`config.mk`:
```
export PLATFORM = sky130hd
export DESIGN_NAME = rps_match_controller
export DESIGN_NICKNAME = d
export VERILOG_FILES = /design/src/rtl/rps_match_controller.sv
export SDC_FILE = /design/constraint.sdc
export NUM_CORES = 1
export LEC_CHECK = 0
export CORE_MARGIN = 2
export CORE_UTILIZATION = 32
export CTS_CLUSTER_DIAMETER = 60
export CTS_CLUSTER_SIZE = 25
export DETAILED_ROUTE_END_ITERATION = 7
export GPL_ROUTABILITY_DRIVEN = 0
export PLACE_DENSITY = 0.63
export SYNTH_ARGS = -nofsm -noshare
export SYNTH_HDL_FRONTEND = slang
export SYNTH_SLANG_ARGS = --single-unit
export TNS_END_PERCENT = 5
```
`constraint.sdc`:
```
create_clock -name clk -period 2.29 [get_ports clk]
set_clock_uncertainty 0.2 [all_clocks]
set_input_delay 0.458 -clock clk [delete_from_list [all_inputs] [get_ports clk]]
set_output_delay 0.458 -clock clk [all_outputs]
set_load 0.03 [all_outputs]
```
`src/rtl/rps_match_controller.sv`:
```
// rps_match_controller: sequences a multi-round stone-paper-scissors match around the round evaluator.
module rps_match_controller #(
  parameter int WIN_TARGET     = 2,
  parameter int MAX_ROUNDS     = 9,
  parameter int TIMEOUT_CYCLES = 255,
  parameter int CNT_W          = 4
) (
  input  logic             clk,
  input  logic             reset,
  input  logic             start_match,
  input  logic             abort,
  input  logic [1:0]       p1_move,
  input  logic             p1_lock,
  input  logic [1:0]       p2_move,
  input  logic             p2_lock,
  output logic             eval_req,
  output logic [1:0]       eval_p1,
  output logic [1:0]       eval_p2,
  input  logic             eval_done,
  input  logic [1:0]       eval_winner,
  output logic [CNT_W-1:0] score_p1,
  output logic [CNT_W-1:0] score_p2,
  output logic [CNT_W-1:0] round_cnt,
  output logic [1:0]       last_result,
  output logic             match_over,
  output logic [1:0]       match_winner,
  output logic             err,
  output logic [2:0]       state_o
);
  localparam int TW = $clog2(TIMEOUT_CYCLES + 1);

  typedef enum logic [2:0] {
    IDLE    = 3'b000,
    COLLECT = 3'b001,
    EVAL    = 3'b010,
    SHOW    = 3'b011,
    DONE    = 3'b100
  } state_t;

  state_t           state_q, state_d;
  logic             start_low_q, start_low_d;
  logic             p1_lk_q, p1_lk_d, p2_lk_q, p2_lk_d;
  logic [1:0]       p1_mv_q, p1_mv_d, p2_mv_q, p2_mv_d;
  logic [1:0]       last_q, last_d;
  logic [TW-1:0]    timer_q, timer_d;
  logic [CNT_W-1:0] s1_q, s1_d, s2_q, s2_d, rnd_q, rnd_d;
  logic             err_q, err_d;
  logic             start_rise, p1_take, p2_take, p1_bad, p2_bad, one_locked;

  // start_low_q remembers that start_match was low, so a level held through reset is not an edge
  assign start_rise = start_match & start_low_q;
  assign p1_take    = (state_q == COLLECT) && p1_lock && !p1_lk_q && (p1_move != 2'b11);
  assign p2_take    = (state_q == COLLECT) && p2_lock && !p2_lk_q && (p2_move != 2'b11);
  assign p1_bad     = (state_q == COLLECT) && p1_lock && !p1_lk_q && (p1_move == 2'b11);
  assign p2_bad     = (state_q == COLLECT) && p2_lock && !p2_lk_q && (p2_move == 2'b11);
  assign one_locked = p1_lk_q ^ p2_lk_q;

  always_comb begin
    state_d     = state_q;
    start_low_d = ~start_match;
    p1_lk_d     = p1_lk_q;
    p2_lk_d     = p2_lk_q;
    p1_mv_d     = p1_mv_q;
    p2_mv_d     = p2_mv_q;
    last_d      = last_q;
    timer_d     = '0;
    s1_d        = s1_q;
    s2_d        = s2_q;
    rnd_d       = rnd_q;
    err_d       = 1'b0;
    case (state_q)
      IDLE, DONE: begin
        if (start_rise) begin
          s1_d    = '0;
          s2_d    = '0;
          rnd_d   = '0;
          last_d  = 2'b00;
          p1_lk_d = 1'b0;
          p2_lk_d = 1'b0;
          state_d = COLLECT;
        end
      end
      COLLECT: begin
        if (p1_take) begin
          p1_lk_d = 1'b1;
          p1_mv_d = p1_move;
        end
        if (p2_take) begin
          p2_lk_d = 1'b1;
          p2_mv_d = p2_move;
        end
        err_d   = p1_bad | p2_bad;
        timer_d = one_locked ? timer_q + 1'b1 : '0;
        // a lock arriving in the timeout cycle takes precedence over the forfeit
        if (p1_lk_d && p2_lk_d) begin
          state_d = EVAL;
          timer_d = '0;
        end else if (one_locked && timer_q == TW'(TIMEOUT_CYCLES - 1)) begin
          s1_d    = p1_lk_q ? s1_q + 1'b1 : s1_q;
          s2_d    = p2_lk_q ? s2_q + 1'b1 : s2_q;
          rnd_d   = rnd_q + 1'b1;
          last_d  = p1_lk_q ? 2'b01 : 2'b10;
          p1_lk_d = 1'b0;
          p2_lk_d = 1'b0;
          timer_d = '0;
          state_d = SHOW;
        end
      end
      EVAL: begin
        if (eval_done) begin
          p1_lk_d = 1'b0;
          p2_lk_d = 1'b0;
          if (eval_winner == 2'b11) begin
            err_d   = 1'b1;
            state_d = COLLECT;
          end else begin
            s1_d    = (eval_winner == 2'b01) ? s1_q + 1'b1 : s1_q;
            s2_d    = (eval_winner == 2'b10) ? s2_q + 1'b1 : s2_q;
            rnd_d   = rnd_q + 1'b1;
            last_d  = eval_winner;
            state_d = SHOW;
          end
        end
      end
      SHOW: begin
        state_d = (s1_q == CNT_W'(WIN_TARGET) || s2_q == CNT_W'(WIN_TARGET) ||
                   rnd_q == CNT_W'(MAX_ROUNDS)) ? DONE : COLLECT;
      end
      default: state_d = IDLE;
    endcase
    if (abort) begin
      state_d = IDLE;
      s1_d    = '0;
      s2_d    = '0;
      rnd_d   = '0;
      last_d  = 2'b00;
      p1_lk_d = 1'b0;
      p2_lk_d = 1'b0;
      timer_d = '0;
      err_d   = 1'b0;
    end
  end

  always_ff @(posedge clk or posedge reset) begin
    if (reset) begin
      state_q     <= IDLE;
      start_low_q <= 1'b0;
      p1_lk_q     <= 1'b0;
      p2_lk_q     <= 1'b0;
      p1_mv_q     <= 2'b00;
      p2_mv_q     <= 2'b00;
      last_q      <= 2'b00;
      timer_q     <= '0;
      s1_q        <= '0;
      s2_q        <= '0;
      rnd_q       <= '0;
      err_q       <= 1'b0;
    end else begin
      state_q     <= state_d;
      start_low_q <= start_low_d;
      p1_lk_q     <= p1_lk_d;
      p2_lk_q     <= p2_lk_d;
      p1_mv_q     <= p1_mv_d;
      p2_mv_q     <= p2_mv_d;
      last_q      <= last_d;
      timer_q     <= timer_d;
      s1_q        <= s1_d;
      s2_q        <= s2_d;
      rnd_q       <= rnd_d;
      err_q       <= err_d;
    end
  end

  assign eval_req     = (state_q == EVAL);
  assign eval_p1      = p1_mv_q;
  assign eval_p2      = p2_mv_q;
  assign score_p1     = s1_q;
  assign score_p2     = s2_q;
  assign round_cnt    = rnd_q;
  assign last_result  = last_q;
  assign match_over   = (state_q == DONE);
  assign match_winner = (state_q != DONE) ? 2'b00 : (s1_q > s2_q) ? 2'b01 : (s2_q > s1_q) ? 2'b10 : 2'b00;
  assign err          = err_q;
  assign state_o      = state_q;
endmodule

```
======== Yosys cells after proc, flatten, opt, wreduce, memory -nomap -nowiden ========
Index checks and enable logic that the tools add are counted.
storage, ports and cells
  logic and storage cells ................. 137
  input bits .............................. 13
  register bits ........................... 33
cells by class
  add/subtract/negate cells ............... 4
  reduce and logical (&&, ||, !) cells .... 24
  $lt $le $gt $ge ......................... 2
  equal/unequal tests ..................... 26
  bitwise operators ....................... 4
  multiplexer cells ....................... 65
operators with widths
  cell                 count
  $mux 4               20
  $mux 8               5
  $pmux 4 s3           3
  $mux 2               11
  $mux 3               6
  $ne 3x3->1 const B   6
  $reduce_and 8->1     2
  $mux 1               15
  $add 4x1->4 const B  3
  $ne 3x2->1 const B   4
  $pmux 3 s4           1
  $logic_and 1x1->1    10
  $add 8x1->8 const B  1
  $eq 2x2->1 const B   4
  $eq 4x2->1 const B   2
  $eq 8x8->1 const B   1
  $gt 4x4->1           2
  $eq 3x2->1 const B   2
  $pmux 1 s3           2
  $pmux 2 s3           1
  $reduce_and 3->1     2
  $reduce_and 6->1     1
  $eq 4x4->1 const B   1
  $ne 2x2->1 const B   2
  other kinds (15)     18

======== Logic depth before layout (Yosys ltp) ========
  depth in word-level cells ............... 10
  mapped depth ............................ 8

======== Least setup slack after synthesis ========
OpenSTA, ideal clock, no wires.
  path type ............................... register -> register
  start point ............................. register state_q[0], in the netlist state_o[0]
  end point ............................... register s2_q[1], in the netlist score_p2[1]
  buffers on the path ..................... 1
  library setup time ...................... 0.125 ns
  data required time ...................... 1.965 ns
  arrival time ............................ 2.230 ns
  stages on the path, launching flop included .. 7
  period minus slack after synthesis ...... 2.555 ns
  slack ................................... -0.265 ns
  cell sequence ........................... dfrtp_1 buf_4 nor3b_4 nor4_1 or3_4 nor3b_1 mux2_2
on the way
  longest elaborated chain between the ends .. 9
  elaborated cells on any way between the ends .. 27
  classes of those cells .................. 10 x eq/ne; 6 x mux; 11 x reduce/logical
ends and longest elaborated chain
  item                                                       line        text
  from (decl)                                                40          state_t state_q, state_d;
  from (signal assigned)                                     159         state_q <= state_d;
  $eq 3x1->1                                                 52, 53, 71
  $logic_and 1x1->1, on equally long branches (3 in series)  52, 53
  $mux 1, on equally long branches                           84, 88
  $mux 1                                                     71          case (state_q)
  $logic_and 1x1->1                                          95          if (p1_lk_d && p2_lk_d) begin
  $ne 3x3->1 (no source line)                                n/a
  $reduce_and 8->1 (no source line)                          n/a
  to (signal assigned)                                       155         s2_q <= '0;
  to (signal assigned)                                       168         s2_q <= s2_d;
  to (decl)                                                  46          logic [CNT_W-1:0] s1_q, s1_d, s2_q, s2_d, rnd_q, rnd_d;
Several ways; a longest one is shown, not always the timed one. The select of a mux whose other input is x is not followed.
A chain may end at the register's enable or synchronous reset.

======== Worst setup path after layout ========
  start point ............................. register s2_q[1], in the netlist score_p2[1]
  end point ............................... output port match_winner[0]
on the way
  longest elaborated chain between the ends .. 3
ends and longest elaborated chain
  item                  line  text
  $gt 4x4->1            182   assign match_winner = (state_q != DONE) ? 2'b00 : (s1_q > s2_q) ? 2'b01 : (s2_q > s1_q) ? 2'b10 : 2'b00;
  $mux 2 (2 in series)  182
  to (decl)             26    output logic [1:0] match_winner,
Every way passes these cells.

==> run_results.csv <==
group,metric,value,unit
floorplanning,fp.coreArea,6240,um^2
clocking,clock-sinks,33,
global_route,antenna_found_initial,0,
synth,synthTopCellsByCount,"dfrtp_1 (33), nor2_1 (32), inv_1 (16), o21ai_0 (14), ha_1 (12)",
floorplanning,ios,39,
synth,synth-edff-count,0,
setup_path,start_kind,"register",
final_layout,diodes,0,
synth,async_reset_ff_share,100,%
floorplanning,fp.dieH,83.6,um
status,violations,"negative setup slack",
setup_path,cp.required,1630,ps
final_layout,drive_gt1_share,28.4,%
sta,post-route-min-period,2390,ps
synth,yosysMostFrequentCell,"dfrtp_1",
synth,ys_types,53,
synth,synthFlopType,"dfrtp_1",
sta,relSlewSlack,71.2,%
detailed_routing,drt-pass1-iter-count,4,
detailed_routing,num_vias,1844,
global_route,grt_max_degree,34,
synth,yosys.area.top_type,"dfrtp_1",
detailed_routing,remaining_drc_errors,0,
synth,syn_area_per_cell,9.48,um^2
floorplanning,rows,29,
final_layout,utilization,47.9,%
synth,post-synth-top-area-fraction,40.7,%
synth,synth_area_leaders,"dfrtp_1 (41%), ha_1 (7.4%), nor2_1 (5.9%)",
placement,dp_cells,364,
min_path,hold_path_class,"primary input to register",
sta,setup_viol,7,
sta,rsz0062_at_grt,"true",
clocking,ctsHoldBuffers,0,
sta,slew_viol_final,0,
clocking,htreeDepth,2,
clocking,cts_inserted_buffers,5,
final_layout,final_cells,376,
sta,finalHoldViolCount,0,
power,p_leak,1.36,nW
setup_path,critPathKind,"register to output pin",
global_route,overflow,0,
placement,dp_slack,-459,ps
final_layout,syn_to_final_growth,47.4,%
placement,dpl_cell_area,2800,um^2
floorplanning,die_x,83.6,um
global_route,grt_pass1_wl,8710,um
power,ir_drop,0.000535,V
power,totalPowerFinal,1.74,mW
synth,synth_fp_nets,239,
detailed_routing,drtAntennaViolNets,0,
status,outcome,"finished with violations",
setup_path,endpoint_kind,"output pin",
floorplanning,start_util,32.5,%
detailed_routing,routed_wl,5120,um
detailed_routing,wl_per_cell,13.6,um
final_layout,fin_nets,323,
sta,fmax,0.418,GHz
clocking,clock_latency,280,ps
detailed_routing,vias_per_cell,4.90,
clocking,path_clk_slew,70,ps
clocking,cts_tree,"built",
synth,synth_area,2030,um^2
synth,synth_cells,214,
clocking,clockBufferDepth,2,
clocking,clockRootBuffer,"clkbuf_8",
sta,setup_tns,-404,ps
global_route,grt_pass1_vias,1822,
setup_path,worstPathArrival,1740,ps
global_route,grt.total_usage,15.2,%
final_layout,design_area,2990,um^2
setup_path,cp_max_fo,2,
sta,fin_crit_sh,105,%
power,power.density,582,nW/um^2
synth,ys_ff_latch,33,
placement,port_buffers,38,
sta,fin_hold_ws,291,ps
synth,yosysSeqAreaShare,40.7,%
detailed_routing,drt_iter0_drc,83,
sta,tightest_slew,431,ps
flow_run,maxCapViolCount,0,
floorplanning,dieArea,6990,um^2
sta,fin_ws,-104,ps
synth,ys_warn_count,0,
placement,hpwl,3920,um
## cell type report
cell class              count  area (um^2)
well taps                  77         96.3
inverters                  16         60.1
fillers                   605         3250
flip-flops and latches     33          830
clock buffers               8         80.1
multi-input cells         157         1170
repair buffers             85          758
## power by group
part | switching (mW) | internal [mW]
Combinational | 0.327 | 0.307
Sequential | 0.0512 | 0.639
Clock | 0.201 | 0.216
Total | 0.579 | 1.16
## layer usage
layer / share of wire [%] / vias up / global-route usage [%]
li1: - / 934 / -
met1: 45 / 863 / 19.1
met2: 50 / 38 / 26.0
met3: 3.8 / 9 / 3.46
met4: 1.7 / 0 / 4.84
met5: 0 / - / 0
## cell usage in the layout, fill, tap and decap left out, types with 2 or more instances in the layout
cell,n
nand3_1,6
clkdlybuf4s50_1,32
a21oi_1,4
inv_2,2
inv_1,14
o2bb2ai_1,2
nand2b_1,3
mux2i_1,2
dfrtp_2,3
clkbuf_8,5
nor3_1,5
nand4_1,2
dfrtp_1,30
a22o_1,3
a2bb2oi_1,2
buf_6,3
or3_4,2
nor3b_1,4
and4_1,2
clkbuf_1,3
xor2_1,6
ha_1,11
nor3b_4,3
buf_12,2
dlygate4sd2_1,3
nand3b_1,3
nand2_1,9
mux2_2,5
buf_4,45
a31oi_1,2
o211ai_1,2
o21ai_0,13
and3_1,4
nor2_1,32
## repair_timing
action	CTS	global route
gates resized for setup	12	9
endpoints found under the setup margin	17	15
pin swaps	9	4
setup buffers	3	1
## cell families (layout without fill, tap and decap cells)
family,count (synthesis),in the layout,synth area share (%)
buffers and inverters,24,109,5.98
and+or+nand+nor,88,88,24.4
muxes,7,7,3.76
xor gates and xnor gates,7,7,3.02
DFF,33,33,40.7
AOI/OAI and AO/OA,43,43,14.7
adders and majority gates,12,12,7.40
## sequential cells by signal (all words and copies together) (netlist names)
register / cells
score_p1: 4
timer_q: 8
last_result: 2
err: 1
p1_lk_q: 1
score_p2: 4
eval_p2: 2
round_cnt: 4
p2_lk_q: 1
state_o: 3
eval_p1: 2
start_low_q: 1
## worst max-delay path, cell delays in order (launching register included)
cell      delay (ps)
dfrtp_1          430
ha_4             260
nor2b_4          120
o21ai_2          120
nand2b_1          80
a21oi_2          160
and2_4           150
buf_6            120
## path summary, 6_finish.rpt
| kind | start | endpoint | slack (ps) | cells after the start |
|---|---|---|---|---|
| hold reg to reg | last_result[1]$_DFFE_PP0P_ | last_result[1]$_DFFE_PP0P_ | 310 | 1 |
| max in group asynchronous | reset | state_o[0]$_DFFE_PP0P_ | 1190 | 3 |
| setup / recovery | score_p2[1]$_DFFE_PP0P_ | match_winner[0] | -100 | 7 |
| hold / removal | start_match | start_low_q$_DFF_PP0_ | 290 | 2 |
| setup reg to reg | state_o[2]$_DFFE_PP0P_ | score_p2[1]$_DFFE_PP0P_ | -60 | 6 |
| min in group asynchronous | reset | round_cnt[1]$_DFFE_PP0P_ | 370 | 3 |
(Power assumes the default switching activity.)
